[src/rtl/vend_controller_pkg.sv]
// Shared definitions for the vending transaction sequencer.
// Latency: none (types, constants and pure functions only).
// Backpressure: not applicable.
package vend_controller_pkg;

  typedef enum logic [1:0] {
    ST_SELECT  = 2'd0,
    ST_PAYMENT = 2'd1,
    ST_VEND    = 2'd2,
    ST_DONE    = 2'd3
  } state_t;

  localparam logic [7:0] COIN_DOLLAR  = 8'd100;
  localparam logic [7:0] COIN_QUARTER = 8'd25;
  localparam logic [7:0] COIN_DIME    = 8'd10;
  localparam logic [7:0] COIN_NICKEL  = 8'd5;

  // Worst-case price total is 1510, so 11 bits always suffice.
  localparam int PRICE_W = 11;
  localparam logic [PRICE_W-1:0] PRICE [8] = '{
    11'd150, 11'd125, 11'd240, 11'd300, 11'd175, 11'd195, 11'd100, 11'd225
  };

  // Sum of item prices for every selected switch.
  function automatic logic [PRICE_W-1:0] price_sum(input logic [7:0] sel);
    logic [PRICE_W-1:0] s;
    s = '0;
    for (int i = 0; i < 8; i++) begin
      if (sel[i]) s = s + PRICE[i];
    end
    return s;
  endfunction

  // LED pattern {select, payment, vend} for a state; DONE lights nothing.
  function automatic logic [2:0] led_decode(input state_t st);
    logic [2:0] l;
    case (st)
      ST_SELECT:  l = 3'b100;
      ST_PAYMENT: l = 3'b010;
      ST_VEND:    l = 3'b001;
      default:    l = 3'b000;
    endcase
    return l;
  endfunction

endpackage

[src/rtl/vend_controller_if.sv]
// Button/switch inputs and display-side outputs of the transaction sequencer.
// Latency: none (wiring only).
// Backpressure: none; inputs are sampled every cycle, outputs are level signals.
interface vend_controller_if #(
  parameter int AW = 12
);
  logic          dollar;
  logic          quarter;
  logic          dime;
  logic          nickel;
  logic          credit;
  logic          cancel;
  logic [7:0]    sw;
  logic          select_led;
  logic          payment_led;
  logic          vend_led;
  logic [AW-1:0] total_due;
  logic [AW-1:0] paid;
  logic [AW-1:0] remaining;
  logic [AW-1:0] change;
  logic          change_vld;

  modport master (
    output dollar, quarter, dime, nickel, credit, cancel, sw,
    input  select_led, payment_led, vend_led, total_due, paid, remaining, change, change_vld
  );

  modport slave (
    input  dollar, quarter, dime, nickel, credit, cancel, sw,
    output select_led, payment_led, vend_led, total_due, paid, remaining, change, change_vld
  );
endinterface

[src/rtl/vend_controller_btn_rise.sv]
// One-bit rising-edge detector for a button input.
// Latency: combinational pulse in the cycle the input first reads high.
// Backpressure: none; a held input yields a single pulse.
module vend_controller_btn_rise (
  input  logic clk_fast,
  input  logic rst,
  input  logic d,
  output logic rise
);
  logic d_q;

  // Remember last cycle's level so only the 0->1 transition is reported.
  always_ff @(posedge clk_fast or posedge rst) begin
    if (rst) d_q <= 1'b0;
    else     d_q <= d;
  end

  assign rise = d & ~d_q;
endmodule

[src/rtl/vend_controller.sv]
// Vending transaction sequencer: SELECT -> PAYMENT -> VEND -> DONE with coin accounting.
// Latency: a coin/credit/cancel edge updates amounts and state on that same clock edge.
// Backpressure: none; edges arriving while they are not accepted are dropped.
module vend_controller
  import vend_controller_pkg::*;
#(
  parameter int AW          = 12,
  parameter int VEND_CYCLES = 100000000
) (
  input  logic            clk_fast,
  input  logic            rst,
  vend_controller_if.slave bus
);
  localparam int CW = (VEND_CYCLES > 1) ? $clog2(VEND_CYCLES) : 1;
  localparam logic [CW-1:0] VEND_LAST = CW'(VEND_CYCLES - 1);

  logic dollar_rise, quarter_rise, dime_rise, nickel_rise, credit_rise, cancel_rise;

  vend_controller_btn_rise u_dollar  (.clk_fast(clk_fast), .rst(rst), .d(bus.dollar),  .rise(dollar_rise));
  vend_controller_btn_rise u_quarter (.clk_fast(clk_fast), .rst(rst), .d(bus.quarter), .rise(quarter_rise));
  vend_controller_btn_rise u_dime    (.clk_fast(clk_fast), .rst(rst), .d(bus.dime),    .rise(dime_rise));
  vend_controller_btn_rise u_nickel  (.clk_fast(clk_fast), .rst(rst), .d(bus.nickel),  .rise(nickel_rise));
  vend_controller_btn_rise u_credit  (.clk_fast(clk_fast), .rst(rst), .d(bus.credit),  .rise(credit_rise));
  vend_controller_btn_rise u_cancel  (.clk_fast(clk_fast), .rst(rst), .d(bus.cancel),  .rise(cancel_rise));

  state_t        state;
  logic [2:0]    leds_q;
  logic [AW-1:0] paid_q, change_q, total_q;
  logic          change_vld_q;
  logic [CW-1:0] vend_cnt;

  logic [AW-1:0] price;
  logic [7:0]    coin_sum;
  logic [AW-1:0] coin_val;
  logic          coin_any;
  logic          sw_any;
  logic [AW:0]   paid_wide;
  logic [AW-1:0] paid_add;

  assign price    = AW'(price_sum(bus.sw));
  assign sw_any   = |bus.sw;
  assign coin_any = dollar_rise | quarter_rise | dime_rise | nickel_rise;
  // Simultaneous coin edges add together; max 140 fits in 8 bits.
  assign coin_sum = (dollar_rise  ? COIN_DOLLAR  : 8'd0) +
                    (quarter_rise ? COIN_QUARTER : 8'd0) +
                    (dime_rise    ? COIN_DIME    : 8'd0) +
                    (nickel_rise  ? COIN_NICKEL  : 8'd0);
  assign coin_val  = AW'(coin_sum);
  // Running total saturates rather than wrapping.
  assign paid_wide = {1'b0, paid_q} + {1'b0, coin_val};
  assign paid_add  = paid_wide[AW] ? '1 : paid_wide[AW-1:0];

  // Transaction FSM; LED pattern is registered alongside each state change.
  always_ff @(posedge clk_fast or posedge rst) begin
    if (rst) begin
      state        <= ST_SELECT;
      leds_q       <= led_decode(ST_SELECT);
      paid_q       <= '0;
      change_q     <= '0;
      total_q      <= '0;
      change_vld_q <= 1'b0;
      vend_cnt     <= '0;
    end else begin
      change_vld_q <= 1'b0;
      case (state)
        ST_SELECT: begin
          if (sw_any && credit_rise) begin
            total_q  <= price;
            paid_q   <= '0;
            change_q <= '0;
            state    <= ST_VEND;
            leds_q   <= led_decode(ST_VEND);
          end else if (sw_any && coin_any) begin
            total_q <= price;
            paid_q  <= coin_val;
            if (coin_val >= price) begin
              change_q <= coin_val - price;
              state    <= ST_VEND;
              leds_q   <= led_decode(ST_VEND);
            end else begin
              state    <= ST_PAYMENT;
              leds_q   <= led_decode(ST_PAYMENT);
            end
          end
        end
        ST_PAYMENT: begin
          if (cancel_rise) begin
            change_q     <= paid_q;
            change_vld_q <= 1'b1;
            state        <= ST_DONE;
            leds_q       <= led_decode(ST_DONE);
          end else if (credit_rise) begin
            change_q <= paid_q;
            state    <= ST_VEND;
            leds_q   <= led_decode(ST_VEND);
          end else if (coin_any) begin
            paid_q <= paid_add;
            if (paid_add >= total_q) begin
              change_q <= paid_add - total_q;
              state    <= ST_VEND;
              leds_q   <= led_decode(ST_VEND);
            end
          end
        end
        ST_VEND: begin
          if (vend_cnt == VEND_LAST) begin
            vend_cnt     <= '0;
            change_vld_q <= 1'b1;
            state        <= ST_DONE;
            leds_q       <= led_decode(ST_DONE);
          end else begin
            vend_cnt <= vend_cnt + CW'(1);
          end
        end
        default: begin
          if (!sw_any) begin
            paid_q   <= '0;
            change_q <= '0;
            total_q  <= '0;
            state    <= ST_SELECT;
            leds_q   <= led_decode(ST_SELECT);
          end
        end
      endcase
    end
  end

  assign bus.select_led  = leds_q[2];
  assign bus.payment_led = leds_q[1];
  assign bus.vend_led    = leds_q[0];
  assign bus.total_due   = (state == ST_SELECT) ? price : total_q;
  assign bus.paid        = paid_q;
  assign bus.remaining   = (bus.total_due > paid_q) ? (bus.total_due - paid_q) : '0;
  assign bus.change      = change_q;
  assign bus.change_vld  = change_vld_q;
endmodule

[src/flat_wrapper.sv]
// flat-port wrapper written by rule: the top's interface ports become plain ports
module vend_controller_flat import vend_controller_pkg::*;
#(
  parameter int AW          = 12,
  parameter int VEND_CYCLES = 100000000
)
  (clk_fast, rst, bus_dollar, bus_quarter, bus_dime, bus_nickel, bus_credit, bus_cancel, bus_sw, bus_select_led, bus_payment_led, bus_vend_led, bus_total_due, bus_paid, bus_remaining, bus_change, bus_change_vld);
  vend_controller_if #(.AW(AW)) bus_i ();
  input  logic clk_fast;
  input  logic rst;
  input wire logic [$bits(bus_i.dollar)-1:0] bus_dollar;
  input wire logic [$bits(bus_i.quarter)-1:0] bus_quarter;
  input wire logic [$bits(bus_i.dime)-1:0] bus_dime;
  input wire logic [$bits(bus_i.nickel)-1:0] bus_nickel;
  input wire logic [$bits(bus_i.credit)-1:0] bus_credit;
  input wire logic [$bits(bus_i.cancel)-1:0] bus_cancel;
  input wire logic [$bits(bus_i.sw)-1:0] bus_sw;
  output wire logic [$bits(bus_i.select_led)-1:0] bus_select_led;
  output wire logic [$bits(bus_i.payment_led)-1:0] bus_payment_led;
  output wire logic [$bits(bus_i.vend_led)-1:0] bus_vend_led;
  output wire logic [$bits(bus_i.total_due)-1:0] bus_total_due;
  output wire logic [$bits(bus_i.paid)-1:0] bus_paid;
  output wire logic [$bits(bus_i.remaining)-1:0] bus_remaining;
  output wire logic [$bits(bus_i.change)-1:0] bus_change;
  output wire logic [$bits(bus_i.change_vld)-1:0] bus_change_vld;
  assign bus_i.dollar = bus_dollar;
  assign bus_i.quarter = bus_quarter;
  assign bus_i.dime = bus_dime;
  assign bus_i.nickel = bus_nickel;
  assign bus_i.credit = bus_credit;
  assign bus_i.cancel = bus_cancel;
  assign bus_i.sw = bus_sw;
  assign bus_select_led = bus_i.select_led;
  assign bus_payment_led = bus_i.payment_led;
  assign bus_vend_led = bus_i.vend_led;
  assign bus_total_due = bus_i.total_due;
  assign bus_paid = bus_i.paid;
  assign bus_remaining = bus_i.remaining;
  assign bus_change = bus_i.change;
  assign bus_change_vld = bus_i.change_vld;
  vend_controller #(.AW(AW), .VEND_CYCLES(VEND_CYCLES)) u_core (.clk_fast(clk_fast), .rst(rst), .bus(bus_i));
endmodule
[config.mk]
export PLATFORM = sky130hd
export DESIGN_NAME = vend_controller_flat
export DESIGN_NICKNAME = d
export VERILOG_FILES = /design/src/rtl/vend_controller_pkg.sv /design/src/rtl/vend_controller_if.sv /design/src/rtl/vend_controller_btn_rise.sv /design/src/rtl/vend_controller.sv /design/src/flat_wrapper.sv
export SDC_FILE = /design/constraint.sdc
export NUM_CORES = 1
export LEC_CHECK = 0
export ABC_AREA = 1
export CORE_MARGIN = 10
export CORE_UTILIZATION = 60
export CTS_BUF_LIST = sky130_fd_sc_hd__clkbuf_8
export CTS_CLUSTER_DIAMETER = 80
export CTS_CLUSTER_SIZE = 12
export DETAILED_ROUTE_END_ITERATION = 7
export PLACE_DENSITY_LB_ADDON = 0.1
export SYNTH_ARGS = -nofsm -noshare
export SYNTH_HDL_FRONTEND = slang
export SYNTH_SLANG_ARGS = --single-unit
export TNS_END_PERCENT = 20
[constraint.sdc]
create_clock -name clk_fast -period 16.3 [get_ports clk_fast]
set_input_delay 3.26 -clock clk_fast [delete_from_list [all_inputs] [get_ports clk_fast]]
set_output_delay 3.26 -clock clk_fast [all_outputs]
set_load 0.005 [all_outputs]
==> results.yml, run 1 <==
run_status:
  run_status: "finished, final reports clean"
global_routing:
  grt_antenna_before_repair: 0
  gr-total-overflow: 0
  total_track_usage_pct: 22.35
  grt_first_pass_wirelength_um: 30910
  grt_max_degree: 75
  first_global_vias: 6546
pwr:
  power_leakage_nw: 4.216
  ir_worst_vdd_v: 0.00009065
  power_density_nw_per_um2: 181.0
layout:
  antenna_cells_inserted: 0
  drive_gt1_share_pct: 6.800
  final_core_util_pct: 70.43
  design.final.nets: 1220
  areaGrowthSynthToFinish_pct: 13.51
sta:
  setup_repair_after_global_routing_missed_its_margin: "false"
  final-setup-viol-count: 0
  fin_hold_ws_ns: 0.4728
  timing.clock.skew_ns: 0.01486
  worst_slew_pin_slew_ns: 1.259
  timing.max_slew.rel_slack_pct: 15.73
  final-hold-violation-count: 0
  count_of_final_max_slew_check_failures: 0
  fin_crit_sh_pct: 76.74
  fin_setup_tns_ns: 0
  timing.fmax_mhz: 79.94
  min_period_ns: 12.51
logic_synthesis:
  synth_area_per_cell_um2: 6.613
  yosysTopAreaCellShare_pct: 25.46
  synth_cell_types: 58
  syn_area_um2: 7176
  yosys-top-cells-area: "sky130_fd_sc_hd__dfrtp_1 25%, sky130_fd_sc_hd__nand2_1 14%, sky130_fd_sc_hd__ha_1 10%, sky130_fd_sc_hd__inv_1 9.0%, sky130_fd_sc_hd__nand3_1 5.0%"
  yosysMostFrequentCell: "sky130_fd_sc_hd__nand2_1"
  sequential_to_total_area_share_from_yosys_stat_pct: 25.82
  ys_warn_count: 0
  postSynth.asyncResetShare_pct: 100.0
  syn_nets: 1163
  post_synth_inst_count: 1085
  yosys_register_bits: 74
  ys_dominant_reg_cell: "sky130_fd_sc_hd__dfrtp_1"
  netlist_top_cells_count: "268 x sky130_fd_sc_hd__nand2_1, 172 x sky130_fd_sc_hd__inv_1, 94 x sky130_fd_sc_hd__nor2_1, 73 x sky130_fd_sc_hd__dfrtp_1, 71 x sky130_fd_sc_hd__nand3_1"
  netlist.top_cell.by_area: "sky130_fd_sc_hd__dfrtp_1"
  post_synth_edffs: 0
critical_path:
  timing.setup.critical_path_class: "input port to output port"
  critical_path_peak_fanout: 12
  crit_path_end_kind: "output port"
  cp.required_ns: 13.04
  r2r_slack_ns: 9.44
  signal_arrival_time_at_the_worst_endpoint_ns: 9.25
  critical_path.slowest_cell: "sky130_fd_sc_hd__o211ai_1"
  slowest_delay_ns: 0.69
  startpoint_type: "input port"
cts:
  cts-resized-gates: 0
  tritoncts_num_sinks: 74
  clk_latency_ns: 0.36
  cts.path.max_buffers: 2
  cts.repair_timing.setup_buffer_count: 0
  cts-htree-levels: 3
  clockRootBuffer: "sky130_fd_sc_hd__clkbuf_8"
  cts_hold_buffers: 0
  tritoncts: "built"
  worst_setup_hold_path_clk_slew_ns: 0.09
  inserted_clock_buffers: 9
place:
  finalWeightedCongestion: 0.9445
  hpwl_um: 14760
  portBuffers: 66
route:
  avg_vias_per_cell: 5.445
  drtAntennaViolNets: 0
  routed_wirelength_um: 18270
  route.detailed.drc: 0
  dr_total_vias: 7024
  wl_per_cell_um: 14.17
  drtPass1Iterations: 5
  detail_route.iter0.violations: 544
die:
  floorplan.core_area_um2: 11560
  die_area_um2: 16730
  floorplan.initialDensity_pct: 62.05
  io_pins: 68
  dieWidth_um: 129.4
  rows: 39
  dieHeight_um: 129.4
hold_path:
  path_class_of_the_lowest_slack_min_delay_path: "flip-flop to flip-flop"
job:
  max-cap-violations: 0
==> per-layer routing <==
| metal | share of wire (%) | global-route usage [%] | vias up | routed length [µm] |
|---|---|---|---|---|
| li1 | - | - | 3633 | - |
| met1 | 44 | 27.48 | 3173 | 8059 |
| met2 | 47 | 37.47 | 172 | 8670 |
| met3 | 4.3 | 3.630 | 46 | 779 |
| met4 | 4.2 | 10.77 | 0 | 764 |
| met5 | 0 | 0 | - | 0 |
==> layout make-up <==
cell class	count	area [µm²]
sequential	74	1853
timing repair buffer	69	683.2
clock buffer	9	123.9
tap	143	178.9
inverter	184	690.7
clock inverter	7	100.1
multi-input combinational	804	4516
fill	1066	3420
==> flip-flops by register name, summed over array words and instances, names as in the netlist, 2 cells and up <==
register           flops
u_core.vend_cnt       27
u_core.bus.change     12
u_core.bus.paid       12
u_core.total_q        11
u_core.leds_q          3
u_core.state           2
==> report_power, final <==
group	internal, mW	total (mW)	switching, mW
logic	0.450	1.05	0.597
clock network	0.0875	0.164	0.0762
registers	0.228	0.263	0.0349
total	0.766	1.47	0.708
==> per-stage QoR <==
step | worst slack [ns] | std cells | power, mW | instance area (µm²)
after floorplan | 5.739 | 1085 | 0.9465 | 7176
after global routing | 3.165 | 1290 | 1.625 | 8145
after CTS | 3.805 | 1290 | 1.478 | 8145
final | 3.791 | 1290 | 1.475 | 8145
after detailed placement | 3.832 | 1274 | 1.307 | 7921
after global placement | 3.986 | 1274 | 1.296 | 7921
==> cell usage in the layout, fill, tap and decap left out, types with 4 or more instances in the layout <==
cell type / synthesis / final
sky130_fd_sc_hd__inv_2: 11 / 12
sky130_fd_sc_hd__inv_1: 172 / 171
sky130_fd_sc_hd__o21ai_2: 4 / 4
sky130_fd_sc_hd__nor2_1: 94 / 94
sky130_fd_sc_hd__nand4_1: 19 / 19
sky130_fd_sc_hd__clkbuf_8: 0 / 9
sky130_fd_sc_hd__o21ai_0: 65 / 64
sky130_fd_sc_hd__o221ai_1: 5 / 5
sky130_fd_sc_hd__xor2_1: 18 / 18
sky130_fd_sc_hd__o21ai_1: 5 / 6
sky130_fd_sc_hd__nor4_1: 6 / 6
sky130_fd_sc_hd__dfrtp_1: 73 / 73
sky130_fd_sc_hd__xnor2_1: 15 / 15
sky130_fd_sc_hd__nand2_2: 19 / 19
sky130_fd_sc_hd__o22ai_1: 5 / 5
sky130_fd_sc_hd__fa_1: 4 / 4
sky130_fd_sc_hd__or2_2: 7 / 7
sky130_fd_sc_hd__clkdlybuf4s50_1: 0 / 66
sky130_fd_sc_hd__o21bai_1: 6 / 6
sky130_fd_sc_hd__a31oi_1: 5 / 5
sky130_fd_sc_hd__nor2_4: 4 / 4
sky130_fd_sc_hd__o211ai_1: 7 / 7
sky130_fd_sc_hd__nor3_1: 23 / 23
sky130_fd_sc_hd__a21oi_1: 58 / 58
sky130_fd_sc_hd__nand3_1: 71 / 71
sky130_fd_sc_hd__nand2_1: 268 / 268
sky130_fd_sc_hd__ha_1: 58 / 58
==> logic make-up after synthesis <==
family / share of synthesized area [%]
AOI/OAI and AO/OA: 14.23
xor gates and xnor gates: 4.481
adders and majority gates: 11.23
buffers and inverters: 11.25
DFF: 25.82
muxes: 0.1395
other: 0.05226
and+or+nand+nor: 32.80
==> final timing paths <==
| kind | to | startpoint | cells after the start |
|---|---|---|---|
| worst max-delay path | bus_remaining[6] | bus_sw[0] | 34 |
| worst min-delay path | u_core.vend_cnt[4]$_DFFE_PP0P_ | u_core.vend_cnt[4]$_DFFE_PP0P_ | 1 |
| worst max register to register | u_core.bus.change[5]$_DFFE_PP0P_ | u_core.u_quarter.d_q$_DFF_PP0_ | 33 |
| worst min register to register | u_core.vend_cnt[4]$_DFFE_PP0P_ | u_core.vend_cnt[4]$_DFFE_PP0P_ | 1 |
| max in group asynchronous | u_core.vend_cnt[14]$_DFFE_PP0P_ | rst | 3 |
| min in group asynchronous | u_core.bus.change[9]$_DFFE_PP0P_ | rst | 3 |
==> critical path, delay by kind of cell <==
family | cells | cell delay (ns)
buffers and inverters | 5 | 1.36
AND/OR/NAND/NOR | 13 | 1.29
AO/OA/AOI/OAI | 11 | 1.91
XOR/XNOR | 1 | 0.19
adder cells (fa/ha/maj) | 4 | 1.23
Note: power is estimated with default switching activity, not from simulation.
==> run 2: changes to the inputs <==
==> constraint.sdc (replaced) <==
create_clock -name clk_fast -period 11.84 [get_ports clk_fast]
set_input_delay 2.368 -clock clk_fast [delete_from_list [all_inputs] [get_ports clk_fast]]
set_output_delay 2.368 -clock clk_fast [all_outputs]
set_load 0.005 [all_outputs]
==> results.yml, run 2 (synthesis gave the netlist of run 1 again) <==
global_routing:
  total_track_usage_pct: 22.14
  grt_antenna_before_repair: 0
  grt_max_degree: 75
  grt_first_pass_wirelength_um: 30410
  first_global_vias: 6523
  gr-total-overflow: 0
layout:
  largest_register_ff_count: 27
  final_cell_count_no_fill: 1290
  drive_gt1_share_pct: 6.800
  antenna_cells_inserted: 0
  areaGrowthSynthToFinish_pct: 13.51
  design.final.nets: 1220
  final_cell_mix: "268 x sky130_fd_sc_hd__nand2_1, 171 x sky130_fd_sc_hd__inv_1, 94 x sky130_fd_sc_hd__nor2_1"
  largest-register: "u_core.vend_cnt"
  layout.cells.most_common: "sky130_fd_sc_hd__nand2_1"
  fillers: 1055
sta:
  fin_crit_sh_pct: 90.89
  final-hold-violation-count: 0
  timing.clock.skew_ns: 0.01654
  worst_slack_ns: 1.079
  setup_repair_after_global_routing_missed_its_margin: "false"
  final-setup-viol-count: 0
  fin_setup_tns_ns: 0
  min_period_ns: 10.76
  timing.fmax_mhz: 92.93
  worst_slew_pin_slew_ns: 1.238
  count_of_final_max_slew_check_failures: 0
  timing.max_slew.rel_slack_pct: 17.15
route:
  avg_vias_per_cell: 5.473
  route.detailed.drc: 0
  detail_route.iter0.violations: 499
  drtAntennaViolNets: 0
  drtPass1Iterations: 5
  wl_per_cell_um: 14.32
  routed_wirelength_um: 18470
  dr_total_vias: 7060
place:
  finalWeightedCongestion: 0.9429
  preCtsSetupSlack_ns: 1.121
  hpwl_um: 14780
  place.detailed.instances: 1274
  portBuffers: 66
critical_path:
  crit_path_end_kind: "output port"
  critical_path_peak_fanout: 12
  slowest_delay_ns: 0.71
  critical_path.slowest_cell: "sky130_fd_sc_hd__o211ai_1"
  signal_arrival_time_at_the_worst_endpoint_ns: 8.39
  timing.setup.critical_path_class: "input port to output port"
  startpoint_type: "input port"
  cp.required_ns: 9.47
die:
  rows: 39
  io_pins: 68
  die_area_um2: 16730
  dieWidth_um: 129.4
  floorplan.initialDensity_pct: 62.05
  floorplan.core_area_um2: 11560
  dieHeight_um: 129.4
pwr:
  ir_worst_vdd_v: 0.0001366
  seqPwrFrac_pct: 17.8
  power_density_nw_per_um2: 250.3
  switching_power_uw: 983.1
  p_clk_share_pct: 11.1
  power.share.combinational_pct: 71.1
  cell_internal_pwr_mw: 1.056
  power_leakage_nw: 4.216
  netSwitchingFraction_pct: 48.22
cts:
  inserted_clock_buffers: 9
  tritoncts_num_sinks: 74
  cts-htree-levels: 3
  cts.path.max_buffers: 2
  cts_hold_buffers: 0
  tritoncts: "built"
  cts.repair_timing.setup_buffer_count: 0
  cts-resized-gates: 0
  clk_latency_ns: 0.37
  clockRootBuffer: "sky130_fd_sc_hd__clkbuf_8"
  worst_setup_hold_path_clk_slew_ns: 0.08
run_status:
  run_status: "finished, final reports clean"
job:
  max-cap-violations: 0
hold_path:
  path_class_of_the_lowest_slack_min_delay_path: "flip-flop to flip-flop"
==> run 2: metal layers <==
metal  vias to the layer above  global-route usage [%]  share of wire [%]  routed length (µm)
met1                      3200                   26.87                 44                8069
met2                       180                   37.17                 47                8771
met5                         -                       0                  0                   0
met3                        52                   3.222                4.3                 790
met4                         0                   12.11                4.6                 842
li1                       3628                       -                  -                   -
==> run 2: worst max-delay path, delay by kind of cell <==
| family | cells | cell delay [ns] |
|---|---|---|
| buffers and inverters | 5 | 1.34 |
| adder cells (fa/ha/maj) | 4 | 1.23 |
| XOR/XNOR | 1 | 0.18 |
| AO/OA/AOI/OAI | 11 | 1.94 |
| AND/OR/NAND/NOR | 13 | 1.29 |
==> run 2: area by class of cell <==
| type | count | area [µm²] | area share, % |
|---|---|---|---|
| inverters | 184 | 690.7 | 8.479 |
| well taps | 143 | 178.9 | 2.197 |
| clock buffers | 9 | 123.9 | 1.521 |
| clock inverters | 7 | 100.1 | 1.229 |
| multi-input cells | 804 | 4516 | 55.44 |
| repair buffers | 69 | 683.2 | 8.387 |
| flip-flops and latches | 74 | 1853 | 22.75 |
==> run 2: final timing paths <==
| kind | startpoint | end | slack [ns] | cells past startpoint |
|---|---|---|---|---|
| max | bus_sw[0] | bus_remaining[6] | 1.08 | 34 |
| min | u_core.vend_cnt[4]$_DFFE_PP0P_ | u_core.vend_cnt[4]$_DFFE_PP0P_ | 0.48 | 1 |
| max reg2reg | u_core.u_quarter.d_q$_DFF_PP0_ | u_core.bus.change[5]$_DFFE_PP0P_ | 5.01 | 33 |
| min reg2reg | u_core.vend_cnt[4]$_DFFE_PP0P_ | u_core.vend_cnt[4]$_DFFE_PP0P_ | 0.48 | 1 |
| max in group asynchronous | rst | u_core.vend_cnt[8]$_DFFE_PP0P_ | 8.64 | 3 |
| min in group asynchronous | rst | u_core.bus.change[10]$_DFFE_PP0P_ | 2.60 | 3 |
==> run 2: per-stage QoR <==
step	hold WS (ns)	instance area (µm²)	utilization, %	power [mW]
6_report	0.4777	8145	70.43	2.039
5_1_grt	0.4886	8145	70.43	2.233
4_1_cts	0.4781	8145	70.43	2.039
3_5_place_dp	0.4606	7921	68.50	1.804
3_3_place_gp	0.4577	7921	68.50	1.784
2_1_floorplan	0.4416	7176	-	1.303
==> run 2: power by group through the flow <==
| stage | clock, mW | sequential, mW | combinational (mW) |
|---|---|---|---|
| after global routing | 0.236 | 0.368 | 1.63 |
| after floorplan | 0 | 0.356 | 0.947 |
| after detailed placement | 0 | 0.366 | 1.44 |
| final | 0.226 | 0.363 | 1.45 |
| after global placement | 0 | 0.364 | 1.42 |
| after CTS | 0.229 | 0.362 | 1.45 |
==> run 3: changes to the inputs <==
--- a/config.mk
+++ b/config.mk
@@ -12,8 +12,10 @@
 export CTS_CLUSTER_DIAMETER = 80
 export CTS_CLUSTER_SIZE = 12
 export DETAILED_ROUTE_END_ITERATION = 7
+export MAX_ROUTING_LAYER = met4
 export PLACE_DENSITY_LB_ADDON = 0.1
 export SYNTH_ARGS = -nofsm -noshare
 export SYNTH_HDL_FRONTEND = slang
+export SYNTH_HIERARCHICAL = 1
 export SYNTH_SLANG_ARGS = --single-unit
 export TNS_END_PERCENT = 20
==> results.yml, run 3 <==
pwr:
  ir_worst_vdd_v: 0.0001619
  power_density_nw_per_um2: 254.5
  power_leakage_nw: 4.198
global_routing:
  gr-total-overflow: 0
  grt_max_degree: 69
  grt_antenna_before_repair: 0
  total_track_usage_pct: 23.82
  first_global_vias: 6756
  grt_first_pass_wirelength_um: 31660
logic_synthesis:
  ys_warn_count: 6
  postSynth.asyncResetShare_pct: 100.0
  synth_area_per_cell_um2: 6.474
  syn_nets: 1185
  netlist.top_cell.by_area: "sky130_fd_sc_hd__dfrtp_1"
  post_synth_inst_count: 1108
  yosys_register_bits: 74
  sequential_to_total_area_share_from_yosys_stat_pct: 25.83
  ys_dominant_reg_cell: "sky130_fd_sc_hd__dfrtp_1"
  yosys-top-cells-area: "sky130_fd_sc_hd__dfrtp_1 25%, sky130_fd_sc_hd__nand2_1 15%, sky130_fd_sc_hd__ha_1 9.9%, sky130_fd_sc_hd__inv_1 9.2%, sky130_fd_sc_hd__nor2_1 6.3%"
  netlist_top_cells_count: "286 x sky130_fd_sc_hd__nand2_1, 175 x sky130_fd_sc_hd__inv_1, 121 x sky130_fd_sc_hd__nor2_1, 73 x sky130_fd_sc_hd__dfrtp_1, 72 x sky130_fd_sc_hd__nand3_1"
  yosysTopAreaCellShare_pct: 25.47
  post_synth_edffs: 0
  synth_cell_types: 55
  syn_area_um2: 7173
  yosysMostFrequentCell: "sky130_fd_sc_hd__nand2_1"
die:
  rows: 39
  die_area_um2: 16730
  io_pins: 68
  floorplan.initialDensity_pct: 62.03
  dieHeight_um: 129.3
  dieWidth_um: 129.3
  floorplan.core_area_um2: 11560
layout:
  design.final.nets: 1244
  largest-register: "u_core/vend_cnt"
  antenna_cells_inserted: 0
  largest_register_ff_count: 27
  final_cell_mix: "286 x sky130_fd_sc_hd__nand2_1, 176 x sky130_fd_sc_hd__inv_1, 121 x sky130_fd_sc_hd__nor2_1"
  drive_gt1_share_pct: 5.887
  areaGrowthSynthToFinish_pct: 13.15
  layout.cells.most_common: "sky130_fd_sc_hd__nand2_1"
  final_cell_count_no_fill: 1315
critical_path:
  critical_path.slowest_cell: "sky130_fd_sc_hd__o211ai_1"
  slowest_delay_ns: 0.64
  startpoint_type: "input port"
  worst_path_dominant_cell_family: "compound AO/OA/AOI/OAI gates"
  cp.buffers_inverters: 7
  worstReg2RegStart: "u_core/u_dollar/d_q$_DFF_PP0_"
  timing.setup.critical_path_class: "input port to output port"
  crit_path_end_kind: "output port"
  signal_arrival_time_at_the_worst_endpoint_ns: 8.33
  r2r_slack_ns: 5.49
  critical_path_peak_fanout: 12
  reg2reg_to: "u_core/bus.change[4]$_DFFE_PP0P_"
  cp.required_ns: 9.47
  worst_r2r_path_depth: 34
place:
  preCtsSetupSlack_ns: 1.177
  finalWeightedCongestion: 1.040
  portBuffers: 66
  place.detailed.instances: 1299
  hpwl_um: 15580
sta:
  min_period_ns: 10.70
  count_of_final_max_slew_check_failures: 0
  final-setup-viol-count: 0
  timing.fmax_mhz: 93.48
  fin_crit_sh_pct: 90.36
  fin_setup_tns_ns: 0
  timing.max_slew.rel_slack_pct: 41.14
  final-hold-violation-count: 0
  worst_slack_ns: 1.142
  fin_hold_ws_ns: 0.4803
  worst_slew_pin_slew_ns: 0.8829
  setup_repair_after_global_routing_missed_its_margin: "false"
  timing.clock.skew_ns: 0.01291
route:
  drtAntennaViolNets: 0
  detail_route.iter0.violations: 541
  wl_per_cell_um: 14.63
  dr_total_vias: 7179
  drtPass1Iterations: 5
  avg_vias_per_cell: 5.459
  route.detailed.drc: 0
  routed_wirelength_um: 19230
cts:
  cts.path.max_buffers: 2
  clk_latency_ns: 0.36
  tritoncts_num_sinks: 74
  cts.repair_timing.setup_buffer_count: 0
  inserted_clock_buffers: 9
  tritoncts: "built"
  clockRootBuffer: "sky130_fd_sc_hd__clkbuf_8"
  cts-resized-gates: 0
  worst_setup_hold_path_clk_slew_ns: 0.08
  cts-htree-levels: 3
  cts_hold_buffers: 0
hold_path:
  timing.hold.worst.start: "u_core/bus.change[11]$_DFFE_PP0P_"
  path_class_of_the_lowest_slack_min_delay_path: "flip-flop to flip-flop"
  hold_depth: 2
  hold-path-endpoint: "u_core/bus.change[11]$_DFFE_PP0P_"
run_status:
  run_status: "finished, final reports clean"
job:
  max-cap-violations: 0
run 3: cell count changes after synthesis, sizes merged, moves of 5 or more:
cell | previous run | this run
nand2 | 287 | 295
nor2 | 100 | 132
o21ai | 74 | 67
or2 | 7 | 12
xnor2 | 16 | 7
run 3: logic make-up after synthesis:
group	synth area share, %
multiplexers	0.1395
AND/OR/NAND/NOR	35.11
XOR/XNOR	3.524
adder cells (fa/ha/maj)	11.06
buffers and inverters	10.88
AO/OA/AOI/OAI	13.40
other	0.05228
flip-flops	25.83
run 3: power by group:
part           total (mW)  switching [mW]  internal, mW
clock network       0.190          0.0948        0.0950
registers           0.371          0.0526         0.318
logic                1.51           0.867         0.638
total                2.07            1.01          1.05
run 3: worst max-delay path by stage:
stage | from | endpoint | depth (start not counted) | slack, ns
2_1_floorplan | bus_sw[0] | bus_remaining[10] | 33 | 2.91
3_3_place_gp | bus_sw[0] | bus_remaining[6] | 35 | 1.28
3_5_place_dp | bus_sw[0] | bus_remaining[6] | 35 | 1.18
4_1_cts | bus_sw[0] | bus_remaining[6] | 35 | 1.16
5_1_grt | bus_sw[0] | bus_remaining[6] | 35 | 0.54
6_report | bus_sw[0] | bus_remaining[6] | 35 | 1.14
run 3: cell type report:
class / instances / area [µm²]
sequential: 74 / 1853
clock buffer: 9 / 123.9
timing repair buffer: 68 / 675.6
fill: 1095 / 3448
multi-input combinational: 832 / 4539
clock inverter: 7 / 62.56
inverter: 182 / 683.2
tap: 143 / 178.9
run 3: layer usage:
metal	vias to the layer above	wire, µm	global-route usage [%]
met5	-	0	-
met2	201	9402	41.24
met4	0	650	9.565
li1	3693	-	-
met3	38	932	3.303
met1	3247	8247	27.26
run 3: worst reg2reg max path: cells and delay by family (launching register included):
kind | cells | cell delay (ns)
XOR/XNOR | 1 | 0.35
AO/OA/AOI/OAI | 9 | 1.65
flip-flops | 1 | 0.38
buffers and inverters | 2 | 0.23
adder cells (fa/ha/maj) | 4 | 1.20
AND/OR/NAND/NOR | 18 | 2.48
run 3: per-stage QoR:
stage | power [mW] | area, µm² | utilization, %
detailed placement | 1.867 | 7930 | 68.57
finish | 2.066 | 8117 | 70.18
global placement | 1.847 | 7930 | 68.57
CTS | 2.064 | 8117 | 70.18
global route | 2.278 | 8117 | 70.18
floorplan | 1.344 | 7173 | -
